<file path="src/rtl/quadrature_count_driver.sv">
// Front end for the 4-bit universal up/down counter: turns a bouncing
// quadrature encoder and a load button into one-cycle S1/S0 commands plus the
// parallel-load value. Illegal encoder transitions raise a sticky Error.
module quadrature_count_driver #(
  parameter int LENGTH          = 4,
  parameter int DEBOUNCE_CYCLES = 4
) (
  input  logic              CLOCK,
  input  logic              Reset,
  input  logic              QA,
  input  logic              QB,
  input  logic              LoadRequest,
  input  logic [LENGTH-1:0] LoadValue,
  input  logic              ErrorClear,
  output logic              S1,
  output logic              S0,
  output logic [LENGTH-1:0] P_out,
  output logic              Direction,
  output logic              Error
);

  localparam int            CntW    = 8;
  localparam logic [CntW-1:0] CntLast = CntW'(DEBOUNCE_CYCLES - 1);

  localparam logic [1:0] CmdHold = 2'b00;
  localparam logic [1:0] CmdUp   = 2'b01;
  localparam logic [1:0] CmdDown = 2'b10;
  localparam logic [1:0] CmdLoad = 2'b11;

  // State encoding equals the filtered {A,B} pair.
  typedef enum logic [1:0] {
    Q00 = 2'b00,
    Q01 = 2'b01,
    Q11 = 2'b11,
    Q10 = 2'b10
  } quadState_t;

  // Bit 2 = load button, bit 1 = phase A, bit 0 = phase B.
  logic [2:0]      rawIn;
  logic [2:0]      syncMeta_p0;
  logic [2:0]      sync_p1;
  logic [2:0]      filt_p2;
  logic [CntW-1:0] debCnt [3];

  quadState_t quadState;
  quadState_t quadNext;
  quadState_t filtState;
  logic       initDone;
  logic       initNext;
  logic       stepUp;
  logic       stepDown;
  logic       stepIllegal;
  logic       stepAny;

  logic       loadPrev;
  logic       loadRise;
  logic       pending;
  logic       pendingUp;
  logic [1:0] cmdNext;
  logic       pendingNext;
  logic       pendingUpNext;
  logic       dirNext;
  logic       errNext;

  assign rawIn     = {LoadRequest, QA, QB};
  assign filtState = quadState_t'(filt_p2[1:0]);
  assign loadRise  = filt_p2[2] & ~loadPrev;
  assign stepAny   = stepUp | stepDown;

  // Two-flop synchronizers for the asynchronous encoder and button inputs.
  always_ff @(posedge CLOCK or posedge Reset) begin
    if (Reset) begin
      syncMeta_p0 <= '0;
      sync_p1     <= '0;
    end else begin
      syncMeta_p0 <= rawIn;
      sync_p1     <= syncMeta_p0;
    end
  end

  // Debounce: a filtered bit follows its synced bit only after it has
  // differed for DEBOUNCE_CYCLES consecutive edges.
  always_ff @(posedge CLOCK or posedge Reset) begin
    if (Reset) begin
      filt_p2 <= '0;
      for (int i = 0; i < 3; i++) debCnt[i] <= '0;
    end else begin
      for (int i = 0; i < 3; i++) begin
        if (sync_p1[i] != filt_p2[i]) begin
          if (debCnt[i] == CntLast) begin
            filt_p2[i] <= sync_p1[i];
            debCnt[i]  <= '0;
          end else begin
            debCnt[i] <= debCnt[i] + CntW'(1);
          end
        end else begin
          debCnt[i] <= '0;
        end
      end
    end
  end

  // Quadrature state register, plus the flag recording the first adoption.
  always_ff @(posedge CLOCK or posedge Reset) begin
    if (Reset) begin
      quadState <= Q00;
      initDone  <= 1'b0;
    end else begin
      quadState <= quadNext;
      initDone  <= initNext;
    end
  end

  // Next state: follow the filtered pair and classify the transition.
  always_comb begin
    quadNext    = quadState;
    initNext    = initDone;
    stepUp      = 1'b0;
    stepDown    = 1'b0;
    stepIllegal = 1'b0;
    if (filtState != quadState) begin
      quadNext = filtState;
      if (!initDone) begin
        initNext = 1'b1;
      end else begin
        case (quadState)
          Q00: begin
            stepUp   = (filtState == Q01);
            stepDown = (filtState == Q10);
          end
          Q01: begin
            stepUp   = (filtState == Q11);
            stepDown = (filtState == Q00);
          end
          Q11: begin
            stepUp   = (filtState == Q10);
            stepDown = (filtState == Q01);
          end
          default: begin
            stepUp   = (filtState == Q00);
            stepDown = (filtState == Q11);
          end
        endcase
        stepIllegal = ~(stepUp | stepDown);
      end
    end
  end

  // Command selection: a load wins the edge and defers a coincident step by
  // one cycle; a deferred step goes out before any newer step.
  always_comb begin
    cmdNext       = CmdHold;
    pendingNext   = pending;
    pendingUpNext = pendingUp;
    dirNext       = Direction;
    if (loadRise) begin
      cmdNext = CmdLoad;
      if (stepAny) begin
        pendingNext   = 1'b1;
        pendingUpNext = stepUp;
      end
    end else if (pending) begin
      cmdNext       = pendingUp ? CmdUp : CmdDown;
      dirNext       = pendingUp;
      pendingNext   = stepAny;
      pendingUpNext = stepUp;
    end else if (stepAny) begin
      cmdNext = stepUp ? CmdUp : CmdDown;
      dirNext = stepUp;
    end
    if (stepIllegal) begin
      errNext = 1'b1;
    end else if (ErrorClear) begin
      errNext = 1'b0;
    end else begin
      errNext = Error;
    end
  end

  // Registered command outputs, load value capture and sticky error.
  always_ff @(posedge CLOCK or posedge Reset) begin
    if (Reset) begin
      S1        <= 1'b0;
      S0        <= 1'b0;
      P_out     <= '0;
      Direction <= 1'b0;
      Error     <= 1'b0;
      pending   <= 1'b0;
      pendingUp <= 1'b0;
      loadPrev  <= 1'b0;
    end else begin
      {S1, S0}  <= cmdNext;
      if (loadRise) P_out <= LoadValue;
      Direction <= dirNext;
      Error     <= errNext;
      pending   <= pendingNext;
      pendingUp <= pendingUpNext;
      loadPrev  <= filt_p2[2];
    end
  end

endmodule

</file>
<file path="config.mk">
export PLATFORM = sky130hd
export DESIGN_NAME = quadrature_count_driver
export DESIGN_NICKNAME = d
export VERILOG_FILES = /design/src/rtl/quadrature_count_driver.sv
export SDC_FILE = /design/constraint.sdc
export NUM_CORES = 1
export LEC_CHECK = 0
export ABC_CLOCK_PERIOD_IN_PS = 2050
export BUFFER_PORTS_ARGS = -buffer_cell sky130_fd_sc_hd__buf_2
export CAP_MARGIN = 20
export CORE_AREA = 2 2 57 72
export DETAILED_ROUTE_END_ITERATION = 8
export DIE_AREA = 0 0 59 74
export PLACE_DENSITY_LB_ADDON = 0.05
export SLEW_MARGIN = 20
export SYNTH_ARGS = -nofsm -noshare
export SYNTH_HDL_FRONTEND = slang
export SYNTH_SLANG_ARGS = --single-unit
</file>
<file path="constraint.sdc">
create_clock -name CLOCK -period 2.05 [get_ports CLOCK]
set_clock_uncertainty 0.2 [all_clocks]
set_input_delay 0.3075 -clock CLOCK [delete_from_list [all_inputs] [get_ports CLOCK]]
set_output_delay 0.3075 -clock CLOCK [all_outputs]
set_load 0.01 [all_outputs]
</file>
# After elaboration in Yosys (flattened, before gate mapping)
# Index checks and enable logic that the tools add are counted.
# op_classes
n_addsub	3
n_eq_ne	13
mux	32
bitwise_logic	6
reduce_logical	10
# op_table
op	n
8-bit two-way mux	6
8-bit by 1-bit adder with 8-bit output (second input constant)	3
8-bit by 2-bit equality test with 1-bit output (second input constant)	3
1-bit two-way mux	19
2-bit two-way mux	5
2-bit AND reduction	5
2-bit equality test (second input constant)	3
1-bit one-hot mux with 3 select lines	2
2-bit nonzero test	3
2-bit by 1-bit equality test with 1-bit output (second input constant)	2
2-bit logical NOT	2
1-bit inequality test	3
1-bit NOT	3
2-bit inequality test	1
2-bit inequality test (second input constant)	1
1-bit OR	2
1-bit AND	1
# totals
reg_bits	47
in_bits	10
out_inout_bits	8

# Longest topological paths before layout
# logic_depth
depth_word	10
ltp_mapped	5

# Worst setup path before layout
# OpenSTA, ideal clock, no wires.
# synth_timing
path_type	reg-to-reg
startpoint	register debCnt[8] in the netlist's numbering
endpoint	register filt_p2[1]
setup_time_ns	0.125
arrival_ns	1.171
t_required_ns	1.725
setup_slack_ns	0.555
stages_incl_launch_ff	5
path_buffers	0
period_less_slack_ns	1.495
cell_sequence	dfrtp_1 ha_1 nor4b_1 nand2_1 mux2_2
# synth_via
elab_chain_cells	2
# synth_rtl
element	line_no	text
start, declared	43	logic [CntW-1:0] debCnt [3];
start signal, assigned by index	94	debCnt[i] <= debCnt[i] + CntW'(1);
8-bit by 2-bit equality test with 1-bit output	90	if (debCnt[i] == CntLast) begin
2-bit AND reduction (no source line)	-	
end signal, assigned by index	91	filt_p2[i] <= sync_p1[i];
end, declared	42	logic [2:0] filt_p2;
# Every way passes these cells.
# A chain may end at the register's enable or synchronous reset.

# Worst setup path after layout
# layout_timing
startpoint	register debCnt[16] in the netlist's numbering
endpoint	register debCnt[23] in the netlist's numbering
# layout_via
elab_chain_cells	3
word_cells_on_any_way	4
# layout_rtl
element	line_no	text
8-bit by 1-bit adder with 8-bit output or 8-bit by 2-bit equality test with 1-bit output (tied branches)	94, 90	
8-bit two-way mux *	90	
8-bit two-way mux *	89	if (sync_p1[i] != filt_p2[i]) begin
# Mark *: on every way between the ends. The rest lies on a longest branch, timed or not.

==> run summary <==
Non-filler cells in the finished layout -> 249
Number of standard-cell rows in the floorplan -> 25
Final weighted congestion in routability-driven placement -> 0.864
Total inserted antenna cells -> 0
Total global routing overflow -> 0
WS Path Type -> reg2reg
Highest net fanout along the worst path -> 6
Mapped Cells -> 178
Post-synthesis mux area share -> 1.71%
Xor and xnor fraction of the mapped netlist area -> 12.4%
Area share of the leading cell type in the synthesized netlist -> 59.7%
Total iterations of the first detailed-routing run -> 4
Post-CTS setup-driven buffer insertion count -> 0
Min-delay src -> LoadValue[0]
Final cycle utilization of the critical path -> 78.6%
Top Ports -> 18
Number of vias per cell -> 5.21
Outcome -> complete, no violations
Unique masters post-synth -> 26
Detail Route Antenna Nets -> 0
Compound-Gate Fraction of Synth Area -> 3.49%
Average wire per standard cell -> 12.4 um
Leakage power of the design -> 1.11 nW
Die area -> 4370 um^2
Die outline height -> 74 um
Number of global-route vias before repair -> 1315
Worst endpoint required time -> 2.03 ns
Kind of end point of the critical path -> register
Clk pin slew, worst setup/hold paths -> 0.09 ns
First-pass GRT wire length -> 5580 um
Maximum buffer depth of the clock tree -> 2
Relative slew margins -> 41.4%
Syn_area_per_cell -> 11.1 um^2
Clock buffers created by TritonCTS -> 5
DP HPWL -> 2090 um
Period minus WS final -> 1.61 ns
Peak VDD IR -> 0.706 mV
Final Hold Viols -> 0
Most common cell after layout, fill and taps aside -> dfrtp_1
Power density normalized to cell area -> 1280 nW/um^2
Kind of path behind the tightest hold check -> in2reg
Number of DRC markers in iteration 0 -> 56
Max Clock Freq -> 620 MHz
Most used cells in the layout excluding fill and tap cells -> 47 x dfrtp_1, 20 x nor2_1, 19 x xor2_1, 19 x nand2_1, 17 x buf_2
Worst-case hold slack -> 0.0264 ns
Routed vias -> 1297
Max Slew Vio Count -> 0
Fraction of the yosys area taken by sequential cells -> 59.7%
WP data arrival -> 1.59 ns
Maximum number of pins on one net before global-route repair -> 25
Clock Root Buffer -> clkbuf_8
Syn_nets -> 191
CTS tree -> built
Starting Density -> 53.4%
Placeable Area -> 3690 um^2
Cell types with the largest area share after synthesis -> dfrtp_1 60%, xor2_1 8.4%, nand3_1 3.8%, nor2_1 3.8%, nand2_1 3.6%
Final setup violation count -> 0
Adder and majority gate portion of the synthesized area -> 1.90%
Wire length reported by the detailed router -> 3080 um
Global routing usage summed across all routing layers -> 17.1%
Final #Nets -> 221
Residual DRC -> 0
Combinational family with the most area after synthesis -> simple AND/OR/NAND/NOR gates
Beginning of the critical path -> debCnt[16]
Number of antenna violations at the first check in global routing -> 0
Place WS -> 0.433 ns
Max-capacitance violation count -> 0
Ratio of cells with drive above 1 in the final layout -> 14.8%
Reg2reg start -> debCnt[16]
Cell area after technology mapping -> 1970 um^2
Yosys reg bits -> 47
Most area-hungry cell type in the Yosys netlist -> dfrtp_1
Level count of the clock H-tree -> 2
Inst Count DP -> 233
Number of buffer cells added on primary ports -> 17
TritonCTS Sinks -> 47
Worst Max-Slew Pin Slew -> 0.873 ns
Post-route setup TNS -> 0 ns
Area Growth Syn to Fin -> 17.3%
Type of origin of the critical path -> register
Yosys warnings -> 0
Floorplan die width -> 59 um
Worst Slack Setup Final -> 0.438 ns
Simple-gate area share of the yosys netlist -> 19.4%
Unrepaired setup endpoints after global routing -> no
Worst-skew pair later-pin latency -> 0.29 ns
-- report_power, final --
group | switching (mW) | internal, mW
sequential | 0.212 | 1.16
clock | 0.307 | 0.367
combinational | 0.492 | 0.422
-- cell usage after synthesis (all sizes together) --
cell type and n:
xor2 20, o21ai 4, nor3 3, a2bb2oi 1
clkbuf 2, buf 2, nor2 20, dfrtp 47
mux2 3, nand3 15, nand2 19, or3 1
inv 3, xnor2 7, nand2b 3, nor2b 1
nand4 2, and2 5, ha 3, nor4b 3
o211ai 1, and3 7, a21oi 5, o31ai 1
-- area by class of cell --
type	instances	area (um^2)
fill	299	1380
sequential	47	1180
multi-input combinational	124	766
timing repair buffer	27	193
clock buffer	5	68.8
tap	40	50.0
clock inverter	3	46.3
inverter	3	11.3
-- per-stage QoR --
step / utilization, % / power [mW] / cell area (um^2)
after floorplan: - / 2.06 / 1970
after global placement: 57.3 / 2.27 / 2120
after detailed placement: 57.3 / 2.30 / 2120
after CTS: 62.6 / 2.99 / 2310
after global routing: 62.6 / 3.23 / 2310
final: 62.6 / 2.96 / 2310
-- sequential cells by signal (all words and copies together) (netlist names) --
register     flops
Direction        1
S0               1
sync_p1          3
S1               1
P_out            4
syncMeta_p0      3
pendingUp        1
quadState        2
filt_p2          3
pending          1
debCnt          24
initDone         1
Error            1
loadPrev         1
-- critical path, stage by stage (launching register included) --
cell and delay, ns:
dfrtp_1 0.40, ha_1 0.22, nor4b_1 0.26, nand2_1 0.14, nand2_1 0.21, nor2_1 0.08
-- worst paths after layout --
| check | end | slack [ns] | cells after the start |
|---|---|---|---|
| setup / recovery | debCnt[23] | 0.44 | 5 |
| hold / removal | P_out[0] | 0.03 | 3 |
| setup reg to reg | debCnt[23] | 0.44 | 5 |
| hold reg to reg | sync_p1[2] | 0.15 | 0 |
| max in group asynchronous | quadState[0] | 0.67 | 4 |
| min in group asynchronous | debCnt[7] | 0.43 | 3 |
-- cell families (layout without fill, tap and decap cells) --
logic type,Yosys count,in the layout
fa+ha+maj,3,3
buf+inv,7,38
compound gates,12,12
mux,3,3
xor+xnor,27,27
flops,47,47
simple gates,79,79
-- per-layer routing --
metal / track usage [%] / wire length [um]
met1: 19.4 / 1380
met5: 0 / 0
met2: 30.2 / 1560
met4: 6.06 / 47
met3: 5.22 / 87
-- timing repair --
item,4_1_cts,5_1_grt
gates resized for setup,0,0
endpoints found under the hold margin,30,0
hold buffers,8,0
Note: power is estimated with default switching activity, not from simulation.
